--- config.mk ---
export PLATFORM = sky130hd
export DESIGN_NAME = plab4_net_router_adaptive_input_ctrl_pkt_flat
export DESIGN_NICKNAME = d
export VERILOG_FILES = /design/src/rtl/plab4_net_router_adaptive_input_ctrl_pkt_if.sv /design/src/rtl/plab4_net_router_adaptive_input_ctrl_pkt.sv /design/src/flat_wrapper.sv
export SDC_FILE = /design/constraint.sdc
export NUM_CORES = 1
export LEC_CHECK = 0
export ABC_CLOCK_PERIOD_IN_PS = 2000
export CAP_MARGIN = 0
export CORE_AREA = 4 4 41 43
export CTS_BUF_LIST = sky130_fd_sc_hd__clkbuf_4 sky130_fd_sc_hd__clkbuf_8
export DETAILED_ROUTE_END_ITERATION = 12
export DIE_AREA = 0 0 45 47
export PLACE_DENSITY = 0.74
export SLEW_MARGIN = 10
export SYNTH_ARGS = -nofsm -noshare
export SYNTH_HDL_FRONTEND = slang
export SYNTH_SLANG_ARGS = --single-unit
--- constraint.sdc ---
create_clock -name clk -period 2 [get_ports clk]
set_input_delay 0.4 -clock clk [delete_from_list [all_inputs] [get_ports clk]]
set_output_delay 0.4 -clock clk [all_outputs]
set_load 0.01 [all_outputs]
--- src/rtl/plab4_net_router_adaptive_input_ctrl_pkt_if.sv ---
// Input-port bundle between the upstream flit source and the router input controller.
// Carries the flit control fields, downstream credit/occupancy hints and allocator request/grant.
// master = upstream/allocator side, slave = input controller.
interface plab4_net_router_adaptive_input_ctrl_pkt_if #(
    parameter int p_num_routers         = 8,
    parameter int p_num_free_nbits      = 2,
    parameter int p_num_free_chan_nbits = 2
);
    localparam int c_dest_nbits = $clog2(p_num_routers);

    logic [c_dest_nbits-1:0]          dest;
    logic                             in_val;
    logic                             head;
    logic                             tail;
    logic                             in_rdy;
    logic [p_num_free_nbits-1:0]      num_free_prev;
    logic [p_num_free_nbits-1:0]      num_free_next;
    logic [p_num_free_chan_nbits-1:0] num_free_chan_prev;
    logic [p_num_free_chan_nbits-1:0] num_free_chan_next;
    logic [2:0]                       reqs;
    logic [2:0]                       grants;
    logic                             domain;
    logic                             pkt_domain;
    logic                             starve;

    modport master (
        output dest, in_val, head, tail,
        output num_free_prev, num_free_next, num_free_chan_prev, num_free_chan_next,
        output grants, domain,
        input  in_rdy, reqs, pkt_domain, starve
    );

    modport slave (
        input  dest, in_val, head, tail,
        input  num_free_prev, num_free_next, num_free_chan_prev, num_free_chan_next,
        input  grants, domain,
        output in_rdy, reqs, pkt_domain, starve
    );
endinterface

--- src/rtl/plab4_net_router_adaptive_input_ctrl_pkt.sv ---
// Purpose: packet-level input controller for a bidirectional ring router; routes each packet
//          on its head flit (shortest path, occupancy tie-break) and locks the route for the body.
// Latency: head flit is requested one cycle after it is first seen; body flits are requested at once.
// Backpressure: in_rdy = |(reqs & grants); PREV/NEXT requests are withheld while downstream credits
//          are at or below p_free_thresh. Optional stall-driven reroute of a waiting head is enabled
//          by defining PLAB4_NET_ROUTER_ADAPTIVE_STARVE_EN (default build: starve tied low).
module plab4_net_router_adaptive_input_ctrl_pkt #(
    parameter int p_router_id           = 0,
    parameter int p_num_routers         = 8,
    parameter int p_num_free_nbits      = 2,
    parameter int p_num_free_chan_nbits = 2,
    parameter int p_free_thresh         = 1,
    parameter int p_starve_limit        = 8
) (
    input logic clk,
    input logic reset,
    plab4_net_router_adaptive_input_ctrl_pkt_if.slave bus
);
    localparam int c_dest_nbits = $clog2(p_num_routers);
    localparam int c_dist_nbits = c_dest_nbits + 1;
    localparam logic [c_dist_nbits-1:0]     c_n      = c_dist_nbits'(p_num_routers);
    localparam logic [c_dist_nbits-1:0]     c_id     = c_dist_nbits'(p_router_id % p_num_routers);
    localparam logic [p_num_free_nbits-1:0] c_thresh = p_num_free_nbits'(p_free_thresh);

    typedef enum logic [1:0] {ST_IDLE, ST_WAIT, ST_BODY} state_e;
    // Encoding equals the bit index of the matching request line.
    typedef enum logic [1:0] {RT_PREV = 2'd0, RT_TERM = 2'd1, RT_NEXT = 2'd2} route_e;

    state_e state;
    state_e state_next;
    route_e route_reg;
    route_e route_calc;
    logic   pkt_domain_reg;
    logic [2:0] reqs;
    logic   in_rdy;
    logic   xfer;
    logic   capture;
    logic [c_dist_nbits-1:0] dist_sum;
    logic [c_dist_nbits-1:0] dn;
    logic [c_dist_nbits-1:0] dp;
    logic [c_dest_nbits-1:0] dest;
    logic [p_num_free_chan_nbits-1:0] chan_prev;
    logic [p_num_free_chan_nbits-1:0] chan_next;

    assign dest      = bus.dest;
    assign chan_prev = bus.num_free_chan_prev;
    assign chan_next = bus.num_free_chan_next;

    // Route for a new head: hop distances both ways round the ring, shorter wins.
    always_comb begin
        dist_sum   = {1'b0, dest} + c_n - c_id;
        dn         = (dist_sum >= c_n) ? (dist_sum - c_n) : dist_sum;
        dp         = c_n - dn;
        route_calc = RT_TERM;
        if (dn == '0)
            route_calc = RT_TERM;
        else if (dn < dp)
            route_calc = RT_NEXT;
        else if (dn > dp)
            route_calc = RT_PREV;
        else if (chan_prev > chan_next)
            route_calc = RT_PREV;
        else
            route_calc = RT_NEXT;
    end

    // Next-state, credit-gated requests and the transfer handshake.
    always_comb begin
        state_next = state;
        reqs       = '0;
        in_rdy     = 1'b0;
        xfer       = 1'b0;
        capture    = 1'b0;

        if (state != ST_IDLE && bus.in_val) begin
            case (route_reg)
                RT_PREV: reqs[0] = (bus.num_free_prev > c_thresh);
                RT_TERM: reqs[1] = 1'b1;
                RT_NEXT: reqs[2] = (bus.num_free_next > c_thresh);
                default: reqs    = '0;
            endcase
        end

        in_rdy = |(reqs & bus.grants);
        xfer   = bus.in_val & in_rdy;

        case (state)
            ST_IDLE: begin
                if (bus.in_val && bus.head) begin
                    capture    = 1'b1;
                    state_next = ST_WAIT;
                end
            end
            ST_WAIT: begin
                if (xfer)
                    state_next = bus.tail ? ST_IDLE : ST_BODY;
            end
            ST_BODY: begin
                if (xfer && bus.tail)
                    state_next = ST_IDLE;
            end
            default: state_next = ST_IDLE;
        endcase
    end

    // FSM state register; reset abandons any packet in flight.
    always_ff @(posedge clk) begin
        if (!reset)
            state <= ST_IDLE;
        else
            state <= state_next;
    end

`ifdef PLAB4_NET_ROUTER_ADAPTIVE_STARVE_EN
    localparam int c_cnt_nbits = $clog2(p_starve_limit + 1);
    localparam logic [c_cnt_nbits-1:0] c_limit    = c_cnt_nbits'(p_starve_limit);
    localparam logic [c_cnt_nbits-1:0] c_limit_m1 = c_cnt_nbits'(p_starve_limit - 1);
    localparam logic [c_cnt_nbits-1:0] c_cnt_one  = c_cnt_nbits'(1);

    logic [c_cnt_nbits-1:0] stall_cnt;
    logic stalled;
    logic reroute;
    logic starve_reg;

    // A waiting head that keeps losing flips direction once the stall budget is spent.
    always_comb begin
        stalled = (state == ST_WAIT) && bus.in_val && !in_rdy;
        reroute = stalled && (stall_cnt == c_limit_m1) && (route_reg != RT_TERM);
    end

    // Saturating stall counter and one-cycle starve pulse.
    always_ff @(posedge clk) begin
        if (!reset) begin
            stall_cnt  <= '0;
            starve_reg <= 1'b0;
        end else begin
            starve_reg <= reroute;
            if (capture || reroute)
                stall_cnt <= '0;
            else if (stalled && stall_cnt != c_limit)
                stall_cnt <= stall_cnt + c_cnt_one;
        end
    end

    assign bus.starve = starve_reg;
`else
    assign bus.starve = 1'b0;
`endif

    // Route is chosen on the head and then held for the packet (except a starve reroute).
    always_ff @(posedge clk) begin
        if (!reset)
            route_reg <= RT_TERM;
        else if (capture)
            route_reg <= route_calc;
`ifdef PLAB4_NET_ROUTER_ADAPTIVE_STARVE_EN
        else if (reroute)
            route_reg <= (route_reg == RT_PREV) ? RT_NEXT : RT_PREV;
`endif
    end

    // Security domain travels with the packet from its head.
    always_ff @(posedge clk) begin
        if (!reset)
            pkt_domain_reg <= 1'b0;
        else if (capture)
            pkt_domain_reg <= bus.domain;
    end

    assign bus.reqs       = reqs;
    assign bus.in_rdy     = in_rdy;
    assign bus.pkt_domain = pkt_domain_reg;
endmodule

--- src/flat_wrapper.sv ---
// flat-port wrapper written by rule: the top's interface ports become plain ports
module plab4_net_router_adaptive_input_ctrl_pkt_flat 
#(
    parameter int p_router_id           = 0,
    parameter int p_num_routers         = 8,
    parameter int p_num_free_nbits      = 2,
    parameter int p_num_free_chan_nbits = 2,
    parameter int p_free_thresh         = 1,
    parameter int p_starve_limit        = 8
)
  (clk, reset, bus_dest, bus_in_val, bus_head, bus_tail, bus_num_free_prev, bus_num_free_next, bus_num_free_chan_prev, bus_num_free_chan_next, bus_grants, bus_domain, bus_in_rdy, bus_reqs, bus_pkt_domain, bus_starve);
  plab4_net_router_adaptive_input_ctrl_pkt_if #(.p_num_routers(p_num_routers), .p_num_free_nbits(p_num_free_nbits), .p_num_free_chan_nbits(p_num_free_chan_nbits)) bus_i ();
  input logic clk;
  input logic reset;
  input wire logic [$bits(bus_i.dest)-1:0] bus_dest;
  input wire logic [$bits(bus_i.in_val)-1:0] bus_in_val;
  input wire logic [$bits(bus_i.head)-1:0] bus_head;
  input wire logic [$bits(bus_i.tail)-1:0] bus_tail;
  input wire logic [$bits(bus_i.num_free_prev)-1:0] bus_num_free_prev;
  input wire logic [$bits(bus_i.num_free_next)-1:0] bus_num_free_next;
  input wire logic [$bits(bus_i.num_free_chan_prev)-1:0] bus_num_free_chan_prev;
  input wire logic [$bits(bus_i.num_free_chan_next)-1:0] bus_num_free_chan_next;
  input wire logic [$bits(bus_i.grants)-1:0] bus_grants;
  input wire logic [$bits(bus_i.domain)-1:0] bus_domain;
  output wire logic [$bits(bus_i.in_rdy)-1:0] bus_in_rdy;
  output wire logic [$bits(bus_i.reqs)-1:0] bus_reqs;
  output wire logic [$bits(bus_i.pkt_domain)-1:0] bus_pkt_domain;
  output wire logic [$bits(bus_i.starve)-1:0] bus_starve;
  assign bus_i.dest = bus_dest;
  assign bus_i.in_val = bus_in_val;
  assign bus_i.head = bus_head;
  assign bus_i.tail = bus_tail;
  assign bus_i.num_free_prev = bus_num_free_prev;
  assign bus_i.num_free_next = bus_num_free_next;
  assign bus_i.num_free_chan_prev = bus_num_free_chan_prev;
  assign bus_i.num_free_chan_next = bus_num_free_chan_next;
  assign bus_i.grants = bus_grants;
  assign bus_i.domain = bus_domain;
  assign bus_in_rdy = bus_i.in_rdy;
  assign bus_reqs = bus_i.reqs;
  assign bus_pkt_domain = bus_i.pkt_domain;
  assign bus_starve = bus_i.starve;
  plab4_net_router_adaptive_input_ctrl_pkt #(.p_router_id(p_router_id), .p_num_routers(p_num_routers), .p_num_free_nbits(p_num_free_nbits), .p_num_free_chan_nbits(p_num_free_chan_nbits), .p_free_thresh(p_free_thresh), .p_starve_limit(p_starve_limit)) u_core (.clk(clk), .reset(reset), .bus(bus_i));
endmodule
==> impl_metrics.env <==
export IMPL_status="finished, final reports clean"
export IMPL_postRouteAntennaNets=0
export IMPL_cts_tree="yes"
export IMPL_yosys_area_top_type_share=0.216
export IMPL_clk_pin_slew_ns=0.04
export IMPL_clock_root_buffer="clkbuf_4"
export IMPL_setup_viol=0
export IMPL_cts_sinks=5
export IMPL_final_hold_violation_count=0
export IMPL_remaining_drc_errors=0
export IMPL_period_share=0.976
export IMPL_period_needed_ns=1.95
export IMPL_grt_overflow_total=0
export IMPL_syn_inst=53
export IMPL_core_sq_um=1300
export IMPL_grt_pass1_vias=447
export IMPL_dpl_cell_area_sq_um=733
export IMPL_clock_latency_ns=0.24
export IMPL_yosys_area_top_type="dfxtp_1"
export IMPL_fin_area_sq_um=790
export IMPL_synth_area_top_cells="dfxtp_1, ha_1, inv_1"
export IMPL_syn_area_per_cell_sq_um=8.76
export IMPL_startpoint="bus_in_val"
export IMPL_min_to="u_core.route_reg[1]"
export IMPL_drive_above_1_share=0.193
export IMPL_r2r_end="u_core.state[1]"
export IMPL_hp_class="flip-flop to flip-flop"
export IMPL_async_reset_ff_frac=0
export IMPL_dp_cells=94
export IMPL_cts_made_buffers=3
export IMPL_stdcell_count=98
export IMPL_antenna_found_initial=0
export IMPL_n_fill_cell=126
export IMPL_power_density_nw_per_um2=455
export IMPL_grt_use_total=0.114
export IMPL_worst_setup_path_start_kind="input pin"
export IMPL_min_delay_start="u_core.route_reg[1]"
export IMPL_rows=13
export IMPL_worstSetupEndpointType="output port"
export IMPL_nets=110
export IMPL_hold_path_depth=2
export IMPL_critPathArrivalTime_ns=1.55
export IMPL_antenna_cells=0
export IMPL_first_iter_violations=8
export IMPL_slowest_delay_ns=0.49
export IMPL_wl_microns=1110
export IMPL_syn_num_nets=79
export IMPL_routed_via_count=475
export IMPL_ys_ff_latch=5
export IMPL_synth_commonest_cells="inv_1, ha_1, dfxtp_1, nand2_1, nand3b_1"
export IMPL_critPathSlowestCell="clkdlybuf4s50_1"
export IMPL_crit_required_ns=1.60
export IMPL_reg2reg_from="u_core.route_reg[1]"
export IMPL_r2r_slack_ns=0.75
export IMPL_yosysMostFrequentCell="inv_1"
export IMPL_gp_congestion=0.753
export IMPL_ios=26
export IMPL_io_buffers=22
export IMPL_setup_slack_ns=0.0482
export IMPL_crit_fanout=4
export IMPL_cap_violations=0
export IMPL_synth_distinct_cells=24
export IMPL_dieArea_sq_um=2120
export IMPL_finalPower_uw=359
export IMPL_syn_to_final_growth_pct=70.1
export IMPL_ys_seq_area_frac=0.216
export IMPL_start_util=0.357
export IMPL_synth_edf_count=0
export IMPL_irDropWorstVdd_uv=355
export IMPL_synthFlopType="dfxtp_1"
export IMPL_grt_max_degree=8
export IMPL_via_per_inst=4.85
export IMPL_yosys_warnings=0
export IMPL_cts_buffer_depth=2
export IMPL_finClkSkew_ns=0.00144
export IMPL_firstDrtPassIters=4
export IMPL_syn_cell_area_sq_um=464
export IMPL_slew_viol_final=0
export IMPL_reg2reg_depth=5
export IMPL_grt_first_pass_wirelength_microns=1700
export IMPL_dp_slack_ns=-0.254
export IMPL_htreeDepth=1
export IMPL_path_cells="clkdlybuf4s50_1, o21ai_2, nor4b_2, dlygate4sd2_1"
export IMPL_p_leak_nw=0.343
export IMPL_dieHeight_microns=47
export IMPL_fmax_mhz=512
export IMPL_finalHoldWorstSlack_ns=0.561
export IMPL_hpwlAfterDp_microns=859
export IMPL_die_width_microns=45
export IMPL_wire_per_inst_microns=11.3
export IMPL_critPathKind="input pin to output port"
==> final cells by class <==
type / instances / area, sq um / area share
inverters: 8 / 30.0 / 0.0380
clock buffers: 4 / 30.0 / 0.0380
repair buffers: 27 / 253 / 0.320
well taps: 15 / 18.8 / 0.0238
flip-flops and latches: 5 / 100 / 0.127
multi-input cells: 39 / 358 / 0.453
==> worst max-delay path: cells and delay by family <==
kind	cells	cell delay (ns)
AND/OR/NAND/NOR	1	0.26
AO/OA/AOI/OAI	1	0.10
buffers and inverters	2	0.79
==> how the worst max path moves through the flow <==
| stage | depth (start not counted) | end |
|---|---|---|
| final | 4 | bus_reqs[0] |
| after global routing | 4 | bus_reqs[0] |
| after CTS | 4 | bus_reqs[0] |
| after detailed placement | 4 | bus_reqs[0] |
| after global placement | 4 | bus_reqs[0] |
| after floorplan | 7 | u_core.route_reg[1] |
==> repair_timing <==
item / in CTS / in global routing
buffers inserted: 0 / 0
hold buffers: 0 / 0
setup endpoints to repair: 4 / 2
resized for setup: 4 / 5
pin swaps: 0 / 3
==> report_power, final <==
| part | internal [mW] | switching, mW | leakage [nW] |
|---|---|---|---|
| clock network | 0.0890 | 0.0414 | 0.0184 |
| logic | 0.0704 | 0.0432 | 0.284 |
| registers | 0.106 | 0.00899 | 0.0409 |
| total | 0.265 | 0.0936 | 0.343 |
==> kinds of logic (layout without fill, tap and decap cells) <==
| family | after synthesis | after routing | synth area share |
|---|---|---|---|
| flip-flops | 5 | 5 | 0.216 |
| AO/OA/AOI/OAI | 9 | 9 | 0.173 |
| other | 1 | 1 | 0.00808 |
| XOR/XNOR | 2 | 2 | 0.0377 |
| adder cells (fa/ha/maj) | 6 | 6 | 0.162 |
| buffers and inverters | 9 | 39 | 0.0809 |
| AND/OR/NAND/NOR | 19 | 19 | 0.280 |
| multiplexers | 2 | 2 | 0.0431 |
==> routing by layer <==
| layer | GRT usage | up-vias | wire, microns |
|---|---|---|---|
| met1 | 0.110 | 204 | 415 |
| met2 | 0.206 | 26 | 538 |
| li1 | - | 245 | - |
| met3 | 0.0651 | 0 | 158 |
| met4 | 0.0351 | 0 | 0 |
| met5 | 0 | - | 0 |
==> through the flow <==
stage	utilization	setup TNS, ns
3_5_place_dp	0.563	-0.827
4_1_cts	0.583	0
5_1_grt	0.607	-0.0640
2_1_floorplan	-	0
6_report	0.607	0
3_3_place_gp	0.563	-0.793
==> layout by cell type, fill, tap and decap left out, types with 2 or more instances in the layout <==
cell type / n
clkdlybuf4s50_1: 18
inv_1: 7
nand2_1: 5
buf_4: 5
dfxtp_1: 5
nand3b_1: 4
ha_1: 4
clkbuf_4: 4
dlygate4sd2_1: 4
nor2_1: 2
nand4b_1: 2
o21ai_0: 2
mux2i_1: 2
nor2b_1: 2
xor2_1: 2
ha_4: 2
No activity file was read; power rests on OpenSTA's default activity.
